<file path="src/rtl/riscv_sim_ctrl.sv">
// -----------------------------------------------------------------------------
// riscv_sim_ctrl
//
// Run controller for the RV32I pipeline bench. After a start pulse it holds
// the core in reset for RST_CYCLES cycles, releases it, counts run cycles and
// snoops the M-stage store bus for a full-word write to the tohost location.
// The run ends in exactly one terminal state (PASS, FAIL, TIMEOUT or HANG).
// In a terminal state the core is held in reset again and the status is
// sticky until the next start pulse or i_rstn.
//
// Ports
//   i_clk            clock
//   i_rstn           asynchronous active-low reset
//   i_start          single-cycle start / restart pulse
//   i_pc_f           core fetch PC (hang detection)
//   i_mem_write_m    M-stage store enable
//   i_mem_byte_sel_m M-stage byte enables
//   i_alu_result_m   M-stage store address
//   i_write_data_m   M-stage store data
//   o_core_rstn      reset to the core, active low
//   o_busy           high in RESET and RUN
//   o_done           high in any terminal state
//   o_pass/o_fail/o_timeout/o_hang  terminal status, one-hot when o_done
//   o_fail_code      test number reported on FAIL (store data >> 1)
//   o_cycle_cnt      RUN cycles elapsed, saturating
// -----------------------------------------------------------------------------
module riscv_sim_ctrl #(
  parameter int              XLEN        = 32,
  parameter int              RST_CYCLES  = 4,
  parameter int              TIMEOUT     = 200,
  parameter int              HANG_CYCLES = 16,
  parameter logic [XLEN-1:0] TOHOST_ADDR = 'h0000_0100,
  parameter int              CNT_W       = 16
) (
  input  logic             i_clk,
  input  logic             i_rstn,
  input  logic             i_start,
  input  logic [XLEN-1:0]  i_pc_f,
  input  logic             i_mem_write_m,
  input  logic [3:0]       i_mem_byte_sel_m,
  input  logic [XLEN-1:0]  i_alu_result_m,
  input  logic [XLEN-1:0]  i_write_data_m,
  output logic             o_core_rstn,
  output logic             o_busy,
  output logic             o_done,
  output logic             o_pass,
  output logic             o_fail,
  output logic             o_timeout,
  output logic             o_hang,
  output logic [XLEN-2:0]  o_fail_code,
  output logic [CNT_W-1:0] o_cycle_cnt
);

  localparam int RW = (RST_CYCLES > 1) ? $clog2(RST_CYCLES) : 1;
  localparam int HW = (HANG_CYCLES > 1) ? $clog2(HANG_CYCLES) : 1;

  localparam bit               HANG_EN   = (HANG_CYCLES != 0);
  localparam logic [RW-1:0]    RST_LAST  = RW'(RST_CYCLES - 1);
  localparam logic [HW-1:0]    HANG_LAST = HW'((HANG_CYCLES > 0) ? HANG_CYCLES - 1 : 0);
  localparam logic [CNT_W-1:0] TMO_LAST  = CNT_W'(TIMEOUT - 1);

  typedef enum logic [2:0] {
    S_IDLE,
    S_RESET,
    S_RUN,
    S_PASS,
    S_FAIL,
    S_TIMEOUT,
    S_HANG
  } state_t;

  state_t           r_state, w_state_nxt;
  logic [RW-1:0]    r_rst_cnt, w_rst_cnt_nxt;
  logic [HW-1:0]    r_hang_cnt, w_hang_cnt_nxt;
  logic [XLEN-1:0]  r_last_pc;
  logic [CNT_W-1:0] r_cycle_cnt, w_cycle_cnt_nxt;
  logic [XLEN-2:0]  r_fail_code, w_fail_code_nxt;
  logic             r_core_rstn, r_busy, r_done, r_pass, r_fail, r_timeout, r_hang;

  logic w_tohost_hit;
  logic w_pc_eq;

  // Only a full-word store to tohost counts; byte/half stores there are noise.
  assign w_tohost_hit = i_mem_write_m && (i_mem_byte_sel_m == 4'b1111) &&
                        (i_alu_result_m == TOHOST_ADDR);
  assign w_pc_eq      = (i_pc_f == r_last_pc);

  // ---------------------------------------------------------------------------
  // Next-state and next-value logic
  // ---------------------------------------------------------------------------
  always_comb begin
    // NOTE: every signal assigned here gets a default first, so no path can
    // leave it unassigned and infer a latch.
    w_state_nxt     = r_state;
    w_rst_cnt_nxt   = r_rst_cnt;
    w_hang_cnt_nxt  = r_hang_cnt;
    w_cycle_cnt_nxt = r_cycle_cnt;
    w_fail_code_nxt = r_fail_code;

    case (r_state)
      S_RESET: begin
        if (i_start) begin
          // Restart re-arms the full reset window.
          w_rst_cnt_nxt = '0;
        end else if (r_rst_cnt == RST_LAST) begin
          w_state_nxt = S_RUN;
        end else begin
          w_rst_cnt_nxt = r_rst_cnt + RW'(1);
        end
      end

      S_RUN: begin
        // The detecting cycle is included in the final count.
        w_cycle_cnt_nxt = (&r_cycle_cnt) ? r_cycle_cnt : r_cycle_cnt + CNT_W'(1);
        w_hang_cnt_nxt  = (HANG_EN && w_pc_eq) ? r_hang_cnt + HW'(1) : '0;

        // Same-cycle priority: tohost, then hang, then timeout.
        if (w_tohost_hit && (i_write_data_m == XLEN'(1))) begin
          w_state_nxt = S_PASS;
        end else if (w_tohost_hit && i_write_data_m[0]) begin
          w_state_nxt     = S_FAIL;
          w_fail_code_nxt = i_write_data_m[XLEN-1:1];
        end else if (HANG_EN && w_pc_eq && (r_hang_cnt == HANG_LAST)) begin
          w_state_nxt = S_HANG;
        end else if (r_cycle_cnt == TMO_LAST) begin
          w_state_nxt = S_TIMEOUT;
        end
      end

      default: begin
        // IDLE and all terminal states wait for a start pulse.
        if (i_start) begin
          w_state_nxt     = S_RESET;
          w_rst_cnt_nxt   = '0;
          w_hang_cnt_nxt  = '0;
          w_cycle_cnt_nxt = '0;
          w_fail_code_nxt = '0;
        end
      end
    endcase
  end

  // ---------------------------------------------------------------------------
  // State and output registers. Status outputs are decoded from the next
  // state so that they change on the same edge as the state itself.
  // ---------------------------------------------------------------------------
  // NOTE: every register, including the last-PC snapshot, takes a defined
  // value on reset; there is no storage here large enough to leave unreset.
  always_ff @(posedge i_clk or negedge i_rstn) begin
    if (!i_rstn) begin
      r_state     <= S_IDLE;
      r_rst_cnt   <= '0;
      r_hang_cnt  <= '0;
      r_last_pc   <= '0;
      r_cycle_cnt <= '0;
      r_fail_code <= '0;
      r_core_rstn <= 1'b0;
      r_busy      <= 1'b0;
      r_done      <= 1'b0;
      r_pass      <= 1'b0;
      r_fail      <= 1'b0;
      r_timeout   <= 1'b0;
      r_hang      <= 1'b0;
    end else begin
      // NOTE: non-blocking assignments so every register samples the values
      // from before this edge, independent of statement order.
      r_state     <= w_state_nxt;
      r_rst_cnt   <= w_rst_cnt_nxt;
      r_hang_cnt  <= w_hang_cnt_nxt;
      r_last_pc   <= i_pc_f;
      r_cycle_cnt <= w_cycle_cnt_nxt;
      r_fail_code <= w_fail_code_nxt;
      r_core_rstn <= (w_state_nxt == S_RUN);
      r_busy      <= (w_state_nxt == S_RESET) || (w_state_nxt == S_RUN);
      r_done      <= (w_state_nxt == S_PASS) || (w_state_nxt == S_FAIL) ||
                     (w_state_nxt == S_TIMEOUT) || (w_state_nxt == S_HANG);
      r_pass      <= (w_state_nxt == S_PASS);
      r_fail      <= (w_state_nxt == S_FAIL);
      r_timeout   <= (w_state_nxt == S_TIMEOUT);
      r_hang      <= (w_state_nxt == S_HANG);
    end
  end

  assign o_core_rstn = r_core_rstn;
  assign o_busy      = r_busy;
  assign o_done      = r_done;
  assign o_pass      = r_pass;
  assign o_fail      = r_fail;
  assign o_timeout   = r_timeout;
  assign o_hang      = r_hang;
  assign o_fail_code = r_fail_code;
  assign o_cycle_cnt = r_cycle_cnt;

endmodule

</file>
<file path="config.mk">
export PLATFORM = sky130hd
export DESIGN_NAME = riscv_sim_ctrl
export DESIGN_NICKNAME = d
export VERILOG_FILES = /design/src/rtl/riscv_sim_ctrl.sv
export SDC_FILE = /design/constraint.sdc
export NUM_CORES = 1
export LEC_CHECK = 0
export CAP_MARGIN = 10
export CORE_ASPECT_RATIO = 2
export CORE_MARGIN = 3
export CORE_UTILIZATION = 40
export DETAILED_ROUTE_END_ITERATION = 7
export PLACE_DENSITY = 0.87
export SLEW_MARGIN = 15
export SYNTH_ARGS = -nofsm -noshare
export SYNTH_HDL_FRONTEND = slang
export SYNTH_SLANG_ARGS = --single-unit
</file>
<file path="constraint.sdc">
create_clock -name i_clk -period 1.7 [get_ports i_clk]
set_input_delay 0.255 -clock i_clk [delete_from_list [all_inputs] [get_ports i_clk]]
set_output_delay 0.255 -clock i_clk [all_outputs]
set_load 0.03 [all_outputs]
</file>
Word level (Yosys, flattened, before mapping)

Cells that the tools add are included.

Muxes and demuxes: 22
Multiply operators: 0
$add $sub $neg: 3
Eq/ne operators: 19
Shift-type cells: 0
Div/mod/pow operators: 0
Reductions and logical operators: 16
Magnitude comparators: 0
Bitwise operators: 2

Operators by type and width:

| cell                                                 | number |
|---|---|
| 2-to-1 mux 31 bit                                    | 3 |
| case mux 31 bit (2 select lines)                     | 1 |
| equality test 32 x 1 -> 1 bit, second input constant | 1 |
| equality test 32 bit                                 | 1 |
| equality test 32 x 9 -> 1 bit, second input constant | 1 |
| 2-to-1 mux 16 bit                                    | 2 |
| case mux 16 bit (2 select lines)                     | 1 |
| 2-to-1 mux 3 bit                                     | 7 |
| adder 16 x 1 -> 16 bit, second input constant        | 1 |
| equality test 16 x 8 -> 1 bit, second input constant | 1 |
| AND reduction 16 bit                                 | 1 |
| equality test 3 x 2 -> 1 bit, second input constant  | 3 |
| equality test 3 bit, second input constant           | 3 |
| equality test 4 bit, second input constant           | 2 |
| 2-to-1 mux 4 bit                                     | 2 |
| != test 2 bit, second input constant                 | 4 |
| case mux 4 bit (2 select lines)                      | 1 |
| equality test 3 x 1 -> 1 bit, second input constant  | 2 |
| 2-to-1 mux 2 bit                                     | 3 |
| case mux 3 bit (2 select lines)                      | 1 |
| AND reduction 3 bit                                  | 2 |
| logical AND 1 bit                                    | 5 |
| adder 4 x 1 -> 4 bit, second input constant          | 1 |
| logical OR 1 bit                                     | 4 |
| other kinds (7)                                      | 9 |

Memories kept: 0
Memory bits (writable): 0
Bits in registers: 95
Bits of input ports: 104
Output and inout port bits: 54
Latch bits: 0
Word-level logic and storage cells: 75
Bits in read-only memories: 0

Logic depth before layout (Yosys ltp)

Gate-level depths: netlist of run 1.

Depth after elaboration: 11
Mapped depth: 7
Gate-level depth less buffers: 7

Worst setup path after synthesis of run 1

No wires, ideal clock.

Kind: register to register
From: register r_cycle_cnt[6] (netlist: o_cycle_cnt[6])
To: register r_cycle_cnt[4] (netlist: o_cycle_cnt[4])
Stages on the path, launching flop included: 8
Slack: -0.327 ns
Arrival time: 1.890 ns
Path buffers: 0
Clock period less this slack: 2.027 ns
Library setup time: 0.138 ns
Required time: 1.562 ns
Path through: dfrtp_1 > and4_4 > nand4_2 > nor4_4 > a31oi_1 > nand4_1 > xor2_1 > nor2_1

Word-level cells in the longest chain between the ends: 3

RTL lines:

| element                       | RTL line | RTL |
|---|---|---|
| start: declaration            | 76       | `logic [CNT_W-1:0] r_cycle_cnt, w_cycle_cnt_nxt;` |
| start signal: assignment      | 171      | `r_cycle_cnt <= w_cycle_cnt_nxt;` |
| AND reduction 16 bit          | 114      | `w_cycle_cnt_nxt = (&r_cycle_cnt) ? r_cycle_cnt : r_cycle_cnt + CNT_W'(1);` |
| != test 2 bit (no line)       | --       |  |
| AND reduction 3 bit (no line) | --       |  |

Every way passes these cells.
A chain may end at the register's enable or synchronous reset.

Worst setup path in the final report of run 1

From: register r_cycle_cnt[0] (netlist: o_cycle_cnt[0])
To: register r_busy (netlist: o_busy)

Word-level cells in the longest chain between the ends: 8
Elaborated cells on any way between the ends: 9
Those cells by class: eq/ne: 3; mux: 5; reduce/logical: 1

RTL lines:

| element                                                                             | RTL line | RTL |
|---|---|---|
| equality test 16 x 8 -> 1 bit *                                                     | 125      | `end else if (r_cycle_cnt == TMO_LAST) begin` |
| 2-to-1 mux 3 bit *                                                                  | 125      |  |
| 2-to-1 mux 3 bit *                                                                  | 123      | `end else if (HANG_EN && w_pc_eq && (r_hang_cnt == HANG_LAST)) begin` |
| 2-to-1 mux 3 bit *                                                                  | 120      | `end else if (w_tohost_hit && i_write_data_m[0]) begin` |
| 2-to-1 mux 3 bit *                                                                  | 118      | `if (w_tohost_hit && (i_write_data_m == XLEN'(1))) begin` |
| case mux 3 bit (2 select lines) *                                                   | 100      | `case (r_state)` |
| net w_state_nxt[0]                                                                  | 72       | `state_t r_state, w_state_nxt;` |
| equality test 3 x 1 -> 1 bit / equality test 3 x 2 -> 1 bit (equally long branches) | 174      | `r_busy <= (w_state_nxt == S_RESET) \|\| (w_state_nxt == S_RUN);` |
| logical OR 1 bit *                                                                  | 174      |  |
| end signal: assignment                                                              | 174      |  |
| end: declaration                                                                    | 78       | `logic r_core_rstn, r_busy, r_done, r_pass, r_fail, r_timeout, r_hang;` |

The timed path passes the listed nets; every way through them passes the cells marked *.

==> metrics.md, run 1 <==
| Metric | Value |
|---|---|
| Die area | `between 0.01 and 0.015 mm2` |
| Fillers | `665` |
| Area occupied by multi-input gates | `0.00201 mm2` |
| Post-synth EDFFs | `0` |
| Worst r2r path cells | `8` |
| Root Driver | `clkbuf_16` |
| Placed Area | `~0.0065 mm2` |
| Drt total wl | `14200 um` |
| Clock Skew | `0.00827 ns` |
| Post-synthesis adder-cell area fraction | `less than 1%` |
| Post-synthesis mux area share | `less than 1%` |
| Rel. slew slack | `72.9%` |
| Unique masters post-synth | `52` |
| Design area | `0.00727 mm2` |
| Fin crit period | `2.10 ns` |
| Initial antenna violation count | `2` |
| Pwr dens | `~760 mW/mm2` |
| Gpl congestion | `0.907` |
| Register area share after synthesis | `~58%` |
| First-pass GRT wire length | `roughly 22000 um` |
| Mapped Nets | `448` |
| CP Class | `reg -> reg` |
| Slowest stage delay, CP | `0.36 ns` |
| Slew @ Worst Pin | `0.407 ns` |
| Largest family of logic cells by synthesized area | `simple AND/OR/NAND/NOR gates` |
| CTS tree | `done` |
| Compound-Gate Fraction of Synth Area | `11.3%` |
| Remaining Overflow, GRT | `0` |
| Final core occ | `73.5%` |
| Cell family with most CP delay | `simple AND/OR/NAND/NOR gates` |
| Status | `finished, violations left` |
| Violation count after the first detailed-routing iteration | `188` |
| Simple-Gate Fraction of Synth Area | `17.5%` |
| Routed Antenna Nets | `0` |
| Share of cells above drive strength 1 | `about a third` |
| Async S/R FF share, synth | `100%` |
| Crit-path slowest cell | `dfrtp_2` |
| Hold WC Path Type | `in -> reg` |
| Max Slew Vio Count | `0` |
| H-Tree Depth | `3` |
| Largest net degree at the start of global routing | `44` |
| Standard-cell rows | `51` |
| DR vias/cell | `roughly 5.4` |
| CTS buffer count | `9` |
| Leakage | `3.41 nW` |
| Critical Path AT | `roughly 2.3 ns` |
| Setup WS post-layout | `-0.399 ns` |
| Clock-pin slew on the worst setup and hold paths | `0.06 ns` |
| DRC | `0` |
| Failing checks | `negative setup slack` |
| DP HPWL | `approximately 9800 um` |
| Tcrit/Tclk final | `123%` |
| Core Footprint | `0.00989 mm2` |
| Worst EP required | `1.92 ns` |
| # setup viols final | `roughly 60` |
| I/O Buffers | `157` |
| Final hold violations | `0` |
| Chip width | `77.8 um` |
| RSZ-0062 raised after global routing | `true` |
| Cell Area, Synth | `roughly 0.0041 mm2` |
| Hold depth | `1` |
| Drt wl/cell | `between 15 and 20 um` |
| Initial Utilization | `a little over two fifths` |
| Mapped Avg Cell Area | `roughly 12 um2` |
| XOR/XNOR Fraction of Synth Area | `10.4%` |
| Fmax achieved | `approximately 0.48 GHz` |
| Clock Latency Late Sink | `about 0.33 ns` |
| Sink Count | `95` |
| Critical path cell sequence | `ha_1 -> nor4b_2 -> buf_4 -> nand4_1 -> nor3_2 -> o2bb2ai_4 -> nand2_2 -> nor3b_2` |
| Post-synth top flop | `dfrtp_1` |
| Yosys Warn Count | `0` |
| Die Y | `150 um` |
| Layout overhead on the synthesized area | `76.4%` |
| Worst Path Max Fanout | `6` |
| Final nets | `708` |
| IO Count | `158` |
| Total global routing track utilization | `24.8%` |
| CTS max path bufs | `2` |
| Startpoint types | `flop` |
| FF+latch area | `0.00239 mm2` |
| Max Cap Violations | `0` |
| Synth Register Bits | `95` |
| Number of global-route vias before repair | `between 4000 and 5000` |
| Worst path bufs/invs | `1` |
| Maximum vdd drop | `0.598 mV` |
| DR vias | `approximately 4000` |
| CP endpoint kind | `flop` |
| Pre-antenna DRT Iters | `4` |
| Gate Count Post-Synth | `341` |
| Levels on crit path | `8` |
==> final timing paths <==
check / to / slack, ns / from
setup / recovery: o_busy / -0.40 / o_cycle_cnt[0]
hold reg to reg: o_fail_code[2] / 0.51 / o_fail_code[2]
min in group asynchronous: r_state[0] / 0.39 / i_rstn
hold / removal: r_last_pc[27] / 0.09 / i_pc_f[27]
setup reg to reg: o_busy / -0.40 / o_cycle_cnt[0]
max in group asynchronous: o_cycle_cnt[9] / 0.72 / i_rstn
==> cells in the final DEF, fill, tap and decap left out, types with 4 or more instances in the layout <==
cell             netlist  final
diode_2                0      4
nor3_2                 2      4
buf_4                  1     80
xnor2_2                0      5
nor4_2                 0      8
nor2_1                25     22
buf_2                  3     13
clkbuf_16              0      9
dlygate4sd2_1          0     56
clkdlybuf4s50_1        0     60
dfrtp_1               95     84
nand2_1               19     13
o21ai_2                1      4
buf_12                 0      5
o21ai_0                9      4
dfrtp_2                0     11
nand4_1               19     19
clkdlybuf4s15_1        0      6
xnor2_1               39     34
inv_1                  4      4
dlymetal6s2s_1         0      9
a22o_1                31     31
nand2_2                3      7
buf_6                  3     22
xor2_1                10     10
nor4_4                 1      6
==> area by class of cell <==
cell class	count	share of cell area (%)
Timing Repair Buffer	258	32.6
Multi-Input combinational cell	232	27.6
Sequential cell	95	32.9
Tap cell	132	2.27
Clock buffer	10	3.15
Antenna cell	4	0.138
Clock inverter	5	1.15
Inverter	5	0.258
==> cells in the mapped netlist (2+ instances only) <==
| library cell | count | share of area [%] |
|---|---|---|
| buf_6 | 3 | 0.82 |
| inv_1 | 4 | 0.36 |
| xnor2_1 | 39 | 8.3 |
| nor2_1 | 25 | 2.3 |
| nor3_2 | 2 | 0.49 |
| o21ai_0 | 9 | 1.1 |
| buf_2 | 3 | 0.36 |
| nor2b_1 | 3 | 0.46 |
| a31oi_1 | 2 | 0.30 |
| and2_1 | 2 | 0.30 |
| nand3_1 | 7 | 0.85 |
| nor4_1 | 16 | 2.4 |
| ha_1 | 3 | 0.91 |
| nor4b_1 | 3 | 0.64 |
| xor2_1 | 10 | 2.1 |
| a21oi_1 | 2 | 0.24 |
| and3_1 | 2 | 0.30 |
| a21boi_0 | 2 | 0.36 |
| a22o_1 | 31 | 6.6 |
| nand2_1 | 19 | 1.7 |
| nor3_1 | 7 | 0.85 |
| nand2_2 | 3 | 0.46 |
| clkbuf_1 | 2 | 0.18 |
| nand4_1 | 19 | 2.9 |
| nor4bb_1 | 2 | 0.49 |
| dfrtp_1 | 95 | 58 |
==> worst reg2reg max path: cells and delay by family (launching register included) <==
kind / cells / cell delay [ns]
and+or+nand+nor: 5 / 1.08
adders and majority gates: 1 / 0.19
buffers and inverters: 1 / 0.18
AOI/OAI and AO/OA: 1 / 0.18
DFF: 1 / 0.36
==> metrics by stage <==
stage / setup WS (ns) / std cells / hold slack [ns] / TNS [ns] / total power [W]
after floorplan: -0.226 / 341 / -0.0406 / -4.06 / 0.00276
after global placement: -0.871 / 696 / 0.195 / -33.43 / 0.00329
after detailed placement: -0.950 / 696 / 0.197 / -35.70 / 0.00333
after CTS: -0.357 / 732 / 0.188 / -4.93 / 0.00552
after global routing: -0.499 / 739 / 0.0892 / -15.91 / 0.00575
final: -0.399 / 741 / 0.0910 / -10.82 / 0.00552
==> where the power goes <==
| group | internal [W] | switching (W) |
|---|---|---|
| clock | 0.00129 | 0.000835 |
| combinational | 0.000535 | 0.000451 |
| sequential | 0.00234 | 0.0000655 |
==> layer usage <==
metal / GRT usage [%] / up-vias / part of all wire [%]
met2: 46.6 / 206 / 57
met4: 14.3 / 0 / 5.1
met5: 0 / - / 0
li1: - / 1769 / -
met1: 24.4 / 1940 / 32
met3: 5.12 / 58 / 5.8
==> repair_timing <==
action / CTS / global route
endpoints found under the setup margin: 77 / 65
gates resized for setup: 214 / 41
pin swaps: 61 / 41
buffers inserted: 17 / 8
cloned: 4 / 1
endpoints found under the hold margin: 24 / 0
hold buffers: 1 / 0
==> cells by family after synthesis <==
| family | after synthesis |
|---|---|
| buf+inv | 14 |
| flops | 95 |
| xor+xnor | 49 |
| compound gates | 56 |
| simple gates | 123 |
| mux | 1 |
| fa+ha+maj | 3 |
==> registers in the layout, summed over array words and instances (netlist names) <==
| name | cells |
|---|---|
| o_cycle_cnt | 16 |
| r_state | 3 |
| r_last_pc | 32 |
| o_busy | 1 |
| r_rst_cnt | 2 |
| o_core_rstn | 1 |
| o_timeout | 1 |
| o_done | 1 |
| o_pass | 1 |
| o_fail | 1 |
| r_hang_cnt | 4 |
| o_hang | 1 |
| o_fail_code | 31 |
(Power assumes the default switching activity.)
==> inputs of run 2 (changes only) <==
- SLEW_MARGIN: 15 -> default
==> results of run 2 <==
The final DEF is identical to that of run 1; final timing and power are the same.
